**src/rtl/vedic4_mul.sv**
```systemverilog
// Unsigned 4x4 Urdhva-Tiryagbhyam multiplier with a registered 8-bit product.
// Built from 2x2 Vedic cells and ripple chains of explicit half/full-adder cells.

module vedic4_ha (
    input  logic x,
    input  logic y,
    output logic s,
    output logic co
);
    assign s  = x ^ y;
    assign co = x & y;
endmodule

module vedic4_fa (
    input  logic x,
    input  logic y,
    input  logic ci,
    output logic s,
    output logic co
);
    assign s  = x ^ y ^ ci;
    assign co = (x & y) | (ci & (x ^ y));
endmodule

module vedic4_cell2 (
    input  logic [1:0] a,
    input  logic [1:0] b,
    output logic [3:0] p
);
    logic c1;

    assign p[0] = a[0] & b[0];
    vedic4_ha u_ha_lo (.x(a[1] & b[0]), .y(a[0] & b[1]), .s(p[1]), .co(c1));
    vedic4_ha u_ha_hi (.x(a[1] & b[1]), .y(c1),          .s(p[2]), .co(p[3]));
endmodule

module vedic4_mul (
    input  logic       clk,
    input  logic       rst_n,
    input  logic [3:0] a,
    input  logic [3:0] b,
    output logic [7:0] c
);
    logic [3:0] q0, q1, q2, q3;
    logic [4:0] s1, s2;
    logic [3:0] k1, k2;
    logic [2:0] k3;
    logic [3:0] hi;
    logic [7:0] prod;

    vedic4_cell2 u_q0 (.a(a[1:0]), .b(b[1:0]), .p(q0));
    vedic4_cell2 u_q1 (.a(a[3:2]), .b(b[1:0]), .p(q1));
    vedic4_cell2 u_q2 (.a(a[1:0]), .b(b[3:2]), .p(q2));
    vedic4_cell2 u_q3 (.a(a[3:2]), .b(b[3:2]), .p(q3));

    // s1 = q1 + q2, the two crosswise partial products.
    vedic4_ha u_s1_0 (.x(q1[0]), .y(q2[0]),             .s(s1[0]), .co(k1[0]));
    vedic4_fa u_s1_1 (.x(q1[1]), .y(q2[1]), .ci(k1[0]), .s(s1[1]), .co(k1[1]));
    vedic4_fa u_s1_2 (.x(q1[2]), .y(q2[2]), .ci(k1[1]), .s(s1[2]), .co(k1[2]));
    vedic4_fa u_s1_3 (.x(q1[3]), .y(q2[3]), .ci(k1[2]), .s(s1[3]), .co(k1[3]));
    assign s1[4] = k1[3];

    // s2 = s1 + q0[3:2]; max 18 + 3 = 21, so bit 4 never carries out.
    vedic4_ha u_s2_0 (.x(s1[0]), .y(q0[2]),             .s(s2[0]), .co(k2[0]));
    vedic4_fa u_s2_1 (.x(s1[1]), .y(q0[3]), .ci(k2[0]), .s(s2[1]), .co(k2[1]));
    vedic4_ha u_s2_2 (.x(s1[2]), .y(k2[1]),             .s(s2[2]), .co(k2[2]));
    vedic4_ha u_s2_3 (.x(s1[3]), .y(k2[2]),             .s(s2[3]), .co(k2[3]));
    assign s2[4] = s1[4] ^ k2[3];

    // Upper nibble = q3 + s2[4:2]; the product is at most 225, so bit 3 needs no carry out.
    vedic4_ha u_hi_0 (.x(q3[0]), .y(s2[2]),             .s(hi[0]), .co(k3[0]));
    vedic4_fa u_hi_1 (.x(q3[1]), .y(s2[3]), .ci(k3[0]), .s(hi[1]), .co(k3[1]));
    vedic4_fa u_hi_2 (.x(q3[2]), .y(s2[4]), .ci(k3[1]), .s(hi[2]), .co(k3[2]));
    assign hi[3] = q3[3] ^ k3[2];

    assign prod = {hi, s2[1:0], q0[1:0]};

    // NOTE: registers use non-blocking assignments so every flop samples pre-edge values.
    always_ff @(posedge clk or negedge rst_n) begin
        if (!rst_n) begin
            c <= 8'h00;
        end else begin
            c <= prod;
        end
    end
endmodule

```
**config.mk**
```make
export PLATFORM = sky130hd
export DESIGN_NAME = vedic4_mul
export DESIGN_NICKNAME = d
export VERILOG_FILES = /design/src/rtl/vedic4_mul.sv
export SDC_FILE = /design/constraint.sdc
export NUM_CORES = 1
export LEC_CHECK = 0
export ABC_CLOCK_PERIOD_IN_PS = 1080
export CORE_MARGIN = 5
export CORE_UTILIZATION = 45
export DETAILED_ROUTE_END_ITERATION = 6
export HOLD_SLACK_MARGIN = 0.05
export PLACE_DENSITY_LB_ADDON = 0.05
export SYNTH_ARGS = -nofsm -noshare
export SYNTH_HDL_FRONTEND = slang
export SYNTH_SLANG_ARGS = --single-unit
```
**constraint.sdc**
```tcl
create_clock -name clk -period 1.08 [get_ports clk]
set_input_delay 0.216 -clock clk [delete_from_list [all_inputs] [get_ports clk]]
set_output_delay 0.216 -clock clk [all_outputs]
set_load 0.01 [all_outputs]
```
Yosys cells after proc, flatten, opt, wreduce, memory -nomap -nowiden
Index checks and enable logic that the tools add are counted.
{"block": "totals", "regBits": 8, "memories": 0, "out_inout_bits": 8, "rom_bits": 0, "inputBits": 10, "latch_bits": 0, "mem_bits_rw": 0}
{"block": "classes", "n_reduce_logical": 0, "mul": 0, "n_mux": 0, "add_sub_neg": 0, "n_shift": 0, "magnitude_cmp": 0, "bitwise_logic": 74, "n_eq_ne": 0, "n_div": 0}
{"operator": "AND 1 bit", "count": 41}
{"operator": "bitwise XOR 1 bit", "count": 27}
{"operator": "OR 1 bit", "count": 6}

Logic depth before layout (Yosys ltp)
Gate-level depths: netlist of run 1.
{"block": "depth", "depth_word": 15, "mapped_depth": 13}

By module
Synthesis of run 1 repeated with hierarchy kept, for this count alone.
{"block": "hier_totals", "cells_unflattened": 45, "area_unflattened_um2": 600.6}
{"mod": "vedic4_mul", "n_inst": 1, "cells_per_inst": 10, "area_per_inst_um2": 217.7, "seq_area_each_um2": 200.2}
{"mod": "vedic4_ha", "n_inst": 13, "cells_per_inst": 1, "area_per_inst_um2": 12.5, "seq_area_each_um2": 0.0}
{"mod": "vedic4_fa", "n_inst": 6, "cells_per_inst": 1, "area_per_inst_um2": 20.0, "seq_area_each_um2": 0.0}
{"mod": "vedic4_cell2", "n_inst": 4, "cells_per_inst": 4, "area_per_inst_um2": 25.0, "seq_area_each_um2": 0.0}

Least setup slack after synthesis of run 1
No wires, ideal clock.
{"block": "synth_timing", "path_kind": "in2reg", "from": "input a[3]", "to": "register c[6]", "arrival_ns": 2.911, "path_slack_ns": -1.967, "path_stages": 12, "cell_sequence": "and2_1 > ha_1 > ha_1 > inv_1 > fa_1 > fa_1 > inv_1 > ha_1 > inv_1 > fa_1 > inv_1 > fa_1"}
{"block": "synth_via", "elab_chain_len": 13, "elab_cells_between_ends": 42, "cone_classes": "42 x bitwise"}
{"element": "start, declared", "line": "40", "source": "input logic [3:0] a,"}
{"element": "AND 1 bit", "line": "33", "source": "vedic4_ha u_ha_lo (.x(a[1] & b[0]), .y(a[0] & b[1]), .s(p[1]), .co(c1));"}
{"element": "bitwise XOR 1 bit", "line": "10", "source": "assign s = x ^ y;"}
{"element": "bitwise XOR 1 bit", "line": "21, 22"}
{"element": "AND 1 bit or bitwise XOR 1 bit (tied branches)", "line": "22, 21"}
{"element": "OR 1 bit or bitwise XOR 1 bit (tied branches)", "line": "22", "source": "assign co = (x & y) | (ci & (x ^ y));"}
{"element": "AND 1 bit", "line": "22"}
{"element": "OR 1 bit", "line": "22"}
{"element": "bitwise XOR 1 bit or AND 1 bit (tied branches)", "line": "21, 11"}
{"element": "bitwise XOR 1 bit", "line": "10"}
{"element": "bitwise XOR 1 bit", "line": "22"}
{"element": "AND 1 bit", "line": "22"}
{"element": "OR 1 bit", "line": "22"}
{"element": "bitwise XOR 1 bit (*)", "line": "21", "source": "assign s = x ^ y ^ ci;"}
{"element": "via hi[2]", "line": "48", "source": "logic [3:0] hi;"}
{"element": "end signal, assigned", "line": "83", "source": "c <= prod;"}
{"element": "end, declared", "line": "42", "source": "output logic [7:0] c"}
The timed path passes the listed nets; every way through them passes the cells marked *.

Worst setup path after layout of run 1
Same ends and word-level chain as after synthesis.

==> impl_metrics.toml, run 1 <==
[sta]
slew_headroom_pct = 77.7
period_minus_slack_ps = 2860
worst_pin_slew_ps = 334
finalMaxSlewViolations = 0
hold_violations = 0
rsz0062_at_grt = "yes"
fmax_mhz = 350
fin_crit_sh_pct = 265
setup_ws_ps = -1780
setup_viol = 5

[die]
io-pin-count = 18
core_area_mm2 = 0.00133
die_x_um = 47.9
die_height_um = 47.9
start_util_pct = 48.4
rows = 13
die_area_mm2 = 0.00229

[detailed_routing]
drt-wirelength-per-cell_um = 13.9
first_pass_iters = 1
viasPerCell = 4.59
routed-via-count = 459
drtAntennaViolNets = 0
drtIter0Drc = 0
drc = 0
routed_wl_um = 1390

[hold_path]
worstHoldPathType = "input port to flop"
min_from = "a[0]"

[setup_path]
cp-end-kind = "flop"
arrival_ps = 2970
crit_start = "a[3]"
critPathKind = "input port to flop"
cp_data_required_time_ps = 1190
start_kind = "input port"
crit_path_max_fanout = 2

[logic_synthesis]
synth-compound-area-share_pct = 0
yosys.cell_types.count = 7
synth_flop_cell = "dfrtp_1"
synth_warnings = 0
synth_area_leaders = "dfrtp_1 31%, ha_1 25%, fa_1 19%"
yosys-mux-area-fraction_pct = 0
synth_edf_count = 0
yosysTopAreaCell = "dfrtp_1"
syn_inst = 57
synthSimpleGateAreaFrac_pct = 15.5
synth-xor-area-share_pct = 2.71
synth_nets = 86
syn_avg_cell_area_um2 = 11.3
ys_seq_elements = 8
synth-async-reset-ratio_pct = 100
netlist_top_cells_count = "16 x and2_1, 13 x ha_1, 12 x inv_1, 8 x dfrtp_1, 6 x fa_1"
synthAdderAreaFrac_pct = 43.8
syn-cell-area_um2 = 646
synth_top_family_by_area = "adder cells"
yosysMostFrequentCell = "and2_1"
synthDominantCellAreaShare_pct = 31.0
ys_seq_area_share_pct = 31.0

[run]
cap_viol_max_count = 0

[grt]
antenna_found_initial = 0
grt_pass1_vias = 521
grt.overflow.total = 0
grt_pass1_wl_um = 2190
globalRouteTotalUtil_pct = 15.0
grt_max_degree = 9

[placement]
place_ws_ps = -2460
io_buffers = 17
place.gp.congestion = 0.748
hpwl_um = 1110

[layout]
final_util_pct = 79.3
multiInputGateArea_um2 = 548
largest_register_ff_count = 8
fin_nets = 116
antennaDiodeCount = 0
seq_area_um2 = 200
syn2layout_area_growth_pct = 63.8
reg_top3 = "c x8"
largest-register = "c"
drive_above_1_share_pct = 58.8
fill_cells = 95

[power]
powerDensity_mw_per_mm2 = 990
ir_drop_v = 0.000418
leakagePower_nw = 0.492

[clock_tree]
clockBufferDepth = 2
cts_tree = "done"
cts_made_buffers = 3
clkTransAtPathRegs_ps = 50
cts_root_buf = "clkbuf_4"
htree_levels = 1
cts.sinks = 8

[run_status]
violations = "setup timing"
outcome = "finished with violations"
-- critical path: stages --
cell,delay (ps)
buf_6,90
and2_4,150
ha_4,260
fa_2,210
inv_2,40
fa_2,330
fa_1,480
inv_1,40
ha_1,280
inv_2,40
fa_2,340
inv_2,60
fa_2,420
-- layout make-up --
class / count / share of cell area (%)
Clock buffer: 3 / 2.13
Inverter: 12 / 4.26
Multi-Input combinational cell: 37 / 51.8
Sequential cell: 8 / 18.9
Tap cell: 15 / 1.78
Timing Repair Buffer: 25 / 21.1
-- path summary, 6_finish.rpt --
kind	endpoint	slack (ps)	cells after the start
worst min-delay path	c[0]	190	2
worst max-delay path	c[6]	-1780	13
max in group asynchronous	c[4]	600	1
min in group asynchronous	c[0]	240	1
-- logic make-up after synthesis --
logic type               after synthesis
XOR/XNOR                               2
AND/OR/NAND/NOR                       16
adder cells (fa/ha/maj)               19
buffers and inverters                 12
flip-flops                             8
-- repair_timing --
action                     CTS  global route
hold buffers                 0             0
setup endpoints to repair   14             7
gates resized for setup     60             5
setup buffers                1             0
pin swaps                   16             8
-- metal layers --
layer	track usage (%)	vias up	wire length (um)
li1	-	229	-
met2	27.2	20	714
met5	0	-	0
met4	10.2	0	50
met3	1.13	6	105
met1	16.3	204	517
-- cell usage in the layout, fill, tap and decap left out --
| master | instances |
|---|---|
| buf_4 | 8 |
| ha_4 | 9 |
| and2_4 | 8 |
| fa_2 | 5 |
| buf_2 | 2 |
| inv_1 | 5 |
| inv_2 | 7 |
| ha_2 | 1 |
| clkdlybuf4s15_1 | 7 |
| clkbuf_4 | 3 |
| buf_6 | 6 |
| clkbuf_2 | 1 |
| clkdlybuf4s50_1 | 1 |
| ha_1 | 3 |
| fa_1 | 1 |
| xor2_1 | 1 |
| xnor2_1 | 1 |
| dfrtp_1 | 8 |
| and2_1 | 8 |
-- through the flow --
| step | hold slack, ps | instance area, um^2 | power, mW | std cells | TNS, ps |
|---|---|---|---|---|---|
| CTS | 184 | 1050 | 1.04 | 100 | -6100 |
| detailed placement | 507 | 980 | 0.810 | 96 | -10570 |
| global placement | 500 | 980 | 0.795 | 96 | -10470 |
| global route | 206 | 1060 | 1.13 | 100 | -6580 |
| floorplan | -79.6 | 738 | 0.581 | 57 | -6920 |
| finish | 191 | 1060 | 1.05 | 100 | -6250 |
-- power breakdown --
| part | switching, mW | internal, mW | total (mW) |
|---|---|---|---|
| sequential | 0.0156 | 0.360 | 0.376 |
| combinational | 0.202 | 0.257 | 0.459 |
| clock | 0.0860 | 0.126 | 0.212 |
| total | 0.304 | 0.743 | 1.05 |
Power figures use the tool's default switching activity.
==> run 2, diff against run 1 <==
- CTS_CLUSTER_DIAMETER: default -> 40
- GPL_TIMING_DRIVEN: default -> 0
==> run 2 against run 1 <==
Compared with the run above: the flow still finishes with violations (setup timing); clock power up 2%; flip-flop and latch count did not move; first-iteration DRC count grew 6; critical endpoint unchanged; largest power group unchanged.
==> impl_metrics.toml, run 2 (same netlist as run 1, synthesis figures left out) <==
[setup_path]
cpMostUsedCell = "inv_2"
crit_path_max_fanout = 3
slowest_stage = "fa_1"
cp_data_required_time_ps = 1200
arrival_ps = 2940
start_kind = "input port"
cp-end-kind = "flop"
slowest_delay_ps = 500
path_cells = "buf_8 -> and2_4 -> ha_4 -> ha_4 -> inv_2 -> fa_2 -> fa_1 -> inv_2 -> ha_4 -> inv_2 -> fa_2 -> inv_2 -> fa_2"
critPathKind = "input port to flop"

[power]
ir_drop_v = 0.000447
powerDensity_mw_per_mm2 = 998
leakagePower_nw = 0.463

[die]
rows = 13
die_area_mm2 = 0.00229
core_area_mm2 = 0.00133
die_height_um = 47.9
start_util_pct = 48.4
io-pin-count = 18
die_x_um = 47.9

[grt]
globalRouteTotalUtil_pct = 12.9
use_met3_pct = 1.50
antenna_found_initial = 0
grt_max_degree = 9
top_usage_layer = "met2"
use_met1_pct = 13.8
grt_pass1_wl_um = 1990
grt_pass1_vias = 467
grt_use_met2_pct = 25.3
grt.overflow.total = 0

[layout]
antennaDiodeCount = 0
layout_common_cells = "10 x and2_1, 10 x ha_4, 8 x inv_2, 8 x dfrtp_1"
fill_cells = 85
syn2layout_area_growth_pct = 60.9
drive_above_1_share_pct = 57.0
fin_nets = 110
largest-register = "c"
largest_register_ff_count = 8
reg_top3 = "c x8"

[detailed_routing]
viasPerCell = 4.91
drtAntennaViolNets = 0
routed_wl_um = 1380
drtIter0Drc = 6
drc = 0
first_pass_iters = 3
drt-wirelength-per-cell_um = 14.6
routed-via-count = 462

[run_status]
outcome = "finished with violations"
violations = "setup timing"

[sta]
hold_violations = 0
fin_crit_sh_pct = 261
period_minus_slack_ps = 2820
rsz0062_at_grt = "yes"
worst_pin_slew_ps = 327
setup_ws_ps = -1740
fin_tns_setup_ps = -6110
slew_headroom_pct = 78.1
finalMaxSlewViolations = 0
fmax_mhz = 355
setup_viol = 5

[clock_tree]
cts.sinks = 8
clkTransAtPathRegs_ps = 50
cts_made_buffers = 3
htree_levels = 1
cts_tree = "done"
postCtsHoldBufs = 0
cts_root_buf = "clkbuf_4"
clockBufferDepth = 2

[run]
cap_viol_max_count = 0

[hold_path]
worstHoldPathType = "input port to asynchronous set/reset pin"

[placement]
place_ws_ps = -2500
io_buffers = 17
hpwl_um = 990
place.gp.congestion = 0.697
-- run 2: cell types whose count changed in the layout (fill, tap and decap cells not counted), moves of 2 or more --
cell	change
buf_4	-6
buf_8	+3
buf_2	-2
and2_4	-2
and2_1	+2
-- run 2: power breakdown --
part | leakage, nW | switching [mW] | total [mW] | internal (mW)
Sequential | 0.0989 | 0.0160 | 0.376 | 0.360
Clock | 0.0138 | 0.0909 | 0.217 | 0.126
Combinational | 0.350 | 0.203 | 0.443 | 0.240
Total | 0.463 | 0.310 | 1.04 | 0.727
-- run 2: worst max-delay path, delay by kind of cell --
kind	cells	cell delay [ps]
buffers and inverters	5	270
AND/OR/NAND/NOR	1	160
adder cells (fa/ha/maj)	7	2280
-- run 2: cell type report --
type                       count  area, um^2  share of cell area, %
clock buffer                   3        22.5                   2.17
inverter                      12        45.0                   4.34
multi-input combinational     37         556                   53.5
sequential                     8         200                   19.3
tap                           15        18.8                   1.81
timing repair buffer          19         196                   18.9
-- run 2: what timing repair did --
item                                    CTS  global route
endpoints found under the setup margin   14             8
pin swaps                                15             9
gates cloned                              0             0
resized for setup                        64             9
buffers inserted                          2             0
-- run 2: path summary, 6_finish.rpt --
check | startpoint | endpoint | slack [ps] | cells past startpoint
setup / recovery | b[0] | c[6] | -1740 | 13
hold / removal | rst_n | c[5] | 230 | 1
max in group asynchronous | rst_n | c[0] | 600 | 1
min in group clk | a[0] | c[0] | 240 | 2
-- run 2: through the flow --
stage	hold WS, ps	std cells	power [mW]	instance area, um^2	utilization, %
6_report	229	94	1.04	1040	77.9
5_1_grt	249	94	1.11	1040	77.9
4_1_cts	193	94	1.03	1020	76.2
3_5_place_dp	505	89	0.790	927	69.5
3_3_place_gp	499	89	0.776	927	69.5
2_1_floorplan	-79.6	57	0.581	738	-
-- run 2: routing by layer --
layer	part of all wire [%]	up-vias
li1	-	216
met1	38	226
met2	54	18
met3	6.7	2
met4	1.2	0
met5	0	-
==> run 3, diff against run 2 <==
- PLACE_DENSITY: default -> 0.74
- PLACE_DENSITY_LB_ADDON: 0.05 -> default
==> run 3 against run 2 <==
Compared with the run above: the flow still finishes with violations (setup timing); die area is the same; flip-flop and latch count is the same; first-iteration DRC count shrank 83%; via count shrank 0.22%; hold slack lost 3.4 ps; largest cell class unchanged; largest power group unchanged.
==> impl_metrics.toml, run 3 (same netlist as run 1, synthesis figures left out) <==
[run_status]
outcome = "finished with violations"
violations = "setup timing"

[setup_path]
arrival_ps = 2950
critPathTopFamily = "adder cells"
path_cells = "buf_8 -> and2_4 -> ha_4 -> ha_4 -> inv_4 -> fa_2 -> fa_1 -> inv_1 -> ha_1 -> inv_2 -> fa_2 -> inv_2 -> fa_2"
slowest_delay_ps = 480
cp-end-kind = "flop"
start_kind = "input port"
critPathKind = "input port to flop"
worst-path-buf-inv = 5
slowest_stage = "fa_1"
cpMostUsedCell = "fa_2"
crit_path_max_fanout = 3
cp_data_required_time_ps = 1200

[sta]
fmax_mhz = 353
period_minus_slack_ps = 2830
setup_viol = 5
hold_violations = 0
setup_ws_ps = -1750
fin_crit_sh_pct = 262
slew_headroom_pct = 78.2
hold_slack_ps = 225
finalMaxSlewViolations = 0
worst_pin_slew_ps = 326
rsz0062_at_grt = "yes"

[placement]
io_buffers = 17
placed_cell_area_um2 = 927
place_ws_ps = -2480
place.gp.congestion = 0.750
hpwl_um = 1090

[die]
die_area_mm2 = 0.00229
rows = 13
start_util_pct = 48.4
core_area_mm2 = 0.00133
io-pin-count = 18
die_x_um = 47.9
die_height_um = 47.9

[clock_tree]
cts_root_buf = "clkbuf_4"
cts_made_buffers = 3
cts.sinks = 8
clockBufferDepth = 2
clkTransAtPathRegs_ps = 50
htree_levels = 1
cts_tree = "done"

[layout]
antennaDiodeCount = 0
drive_above_1_share_pct = 57.0
fill_cells = 93
largest_register_ff_count = 8
reg_top3 = "c x8"
final_util_pct = 76.1
fin_nets = 110
largest-register = "c"
syn2layout_area_growth_pct = 57.2
layout_common_cells = "10 x and2_1, 9 x ha_4, 8 x dfrtp_1"
fin_area_mm2 = 0.00101
final_common_cell = "and2_1"

[grt]
grt_max_degree = 9
grt.overflow.total = 0
grt_pass1_wl_um = 2140
globalRouteTotalUtil_pct = 14.2
grt_pass1_vias = 516
antenna_found_initial = 0

[run]
cap_viol_max_count = 0

[hold_path]
worstHoldPathType = "input port to asynchronous set/reset pin"

[power]
powerDensity_mw_per_mm2 = 1010
fin_total_pwr_mw = 1.02
leakagePower_nw = 0.466
ir_drop_v = 0.000492

[detailed_routing]
routed_wl_um = 1300
drtAntennaViolNets = 0
viasPerCell = 4.90
routed-via-count = 461
drc = 0
drt-wirelength-per-cell_um = 13.9
drtIter0Drc = 1
first_pass_iters = 2
[run 3: report_power, final]
group / internal (mW) / leakage [nW] / switching [mW]
clock network: 0.126 / 0.0138 / 0.0913
logic: 0.230 / 0.354 / 0.199
registers: 0.360 / 0.0989 / 0.0166
[run 3: area by class of cell]
cell class / instances / area (um^2) / share of cell area [%]
Clock buffer: 3 / 22.5 / 2.22
Inverter: 12 / 47.5 / 4.69
Multi-Input combinational cell: 37 / 543 / 53.5
Sequential cell: 8 / 200 / 19.7
Tap cell: 15 / 18.8 / 1.85
Timing Repair Buffer: 19 / 183 / 18.0
[run 3: final timing paths]
check                       from  endpoint  slack (ps)  cells past startpoint
max in group asynchronous  rst_n      c[1]         610                      1
min in group clk            a[0]      c[0]         230                      2
setup / recovery            b[1]      c[6]       -1750                     13
hold / removal             rst_n      c[5]         230                      1
[run 3: routing by layer]
metal / track usage, % / share of wire (%) / routed length [um] / vias up
met5: 0 / 0 / 0 / -
met4: 9.68 / 2.8 / 37 / 0
met3: 1.13 / 7.1 / 92 / 4
met2: 26.1 / 53 / 686 / 16
met1: 15.2 / 37 / 488 / 223
li1: - / - / - / 218
[run 3: stage by stage]
| step | cells | TNS [ps] |
|---|---|---|
| 3_5_place_dp | 89 | -10560 |
| 2_1_floorplan | 57 | -6920 |
| 5_1_grt | 94 | -6450 |
| 4_1_cts | 93 | -6180 |
| 6_report | 94 | -6190 |
| 3_3_place_gp | 89 | -10500 |
[run 3: repair_timing]
| item | in CTS | in global routing |
|---|---|---|
| gates resized for setup | 67 | 8 |
| pin swaps | 16 | 12 |
| buffers inserted | 1 | 1 |
| endpoints found under the setup margin | 14 | 10 |
| hold buffers | 0 | 0 |
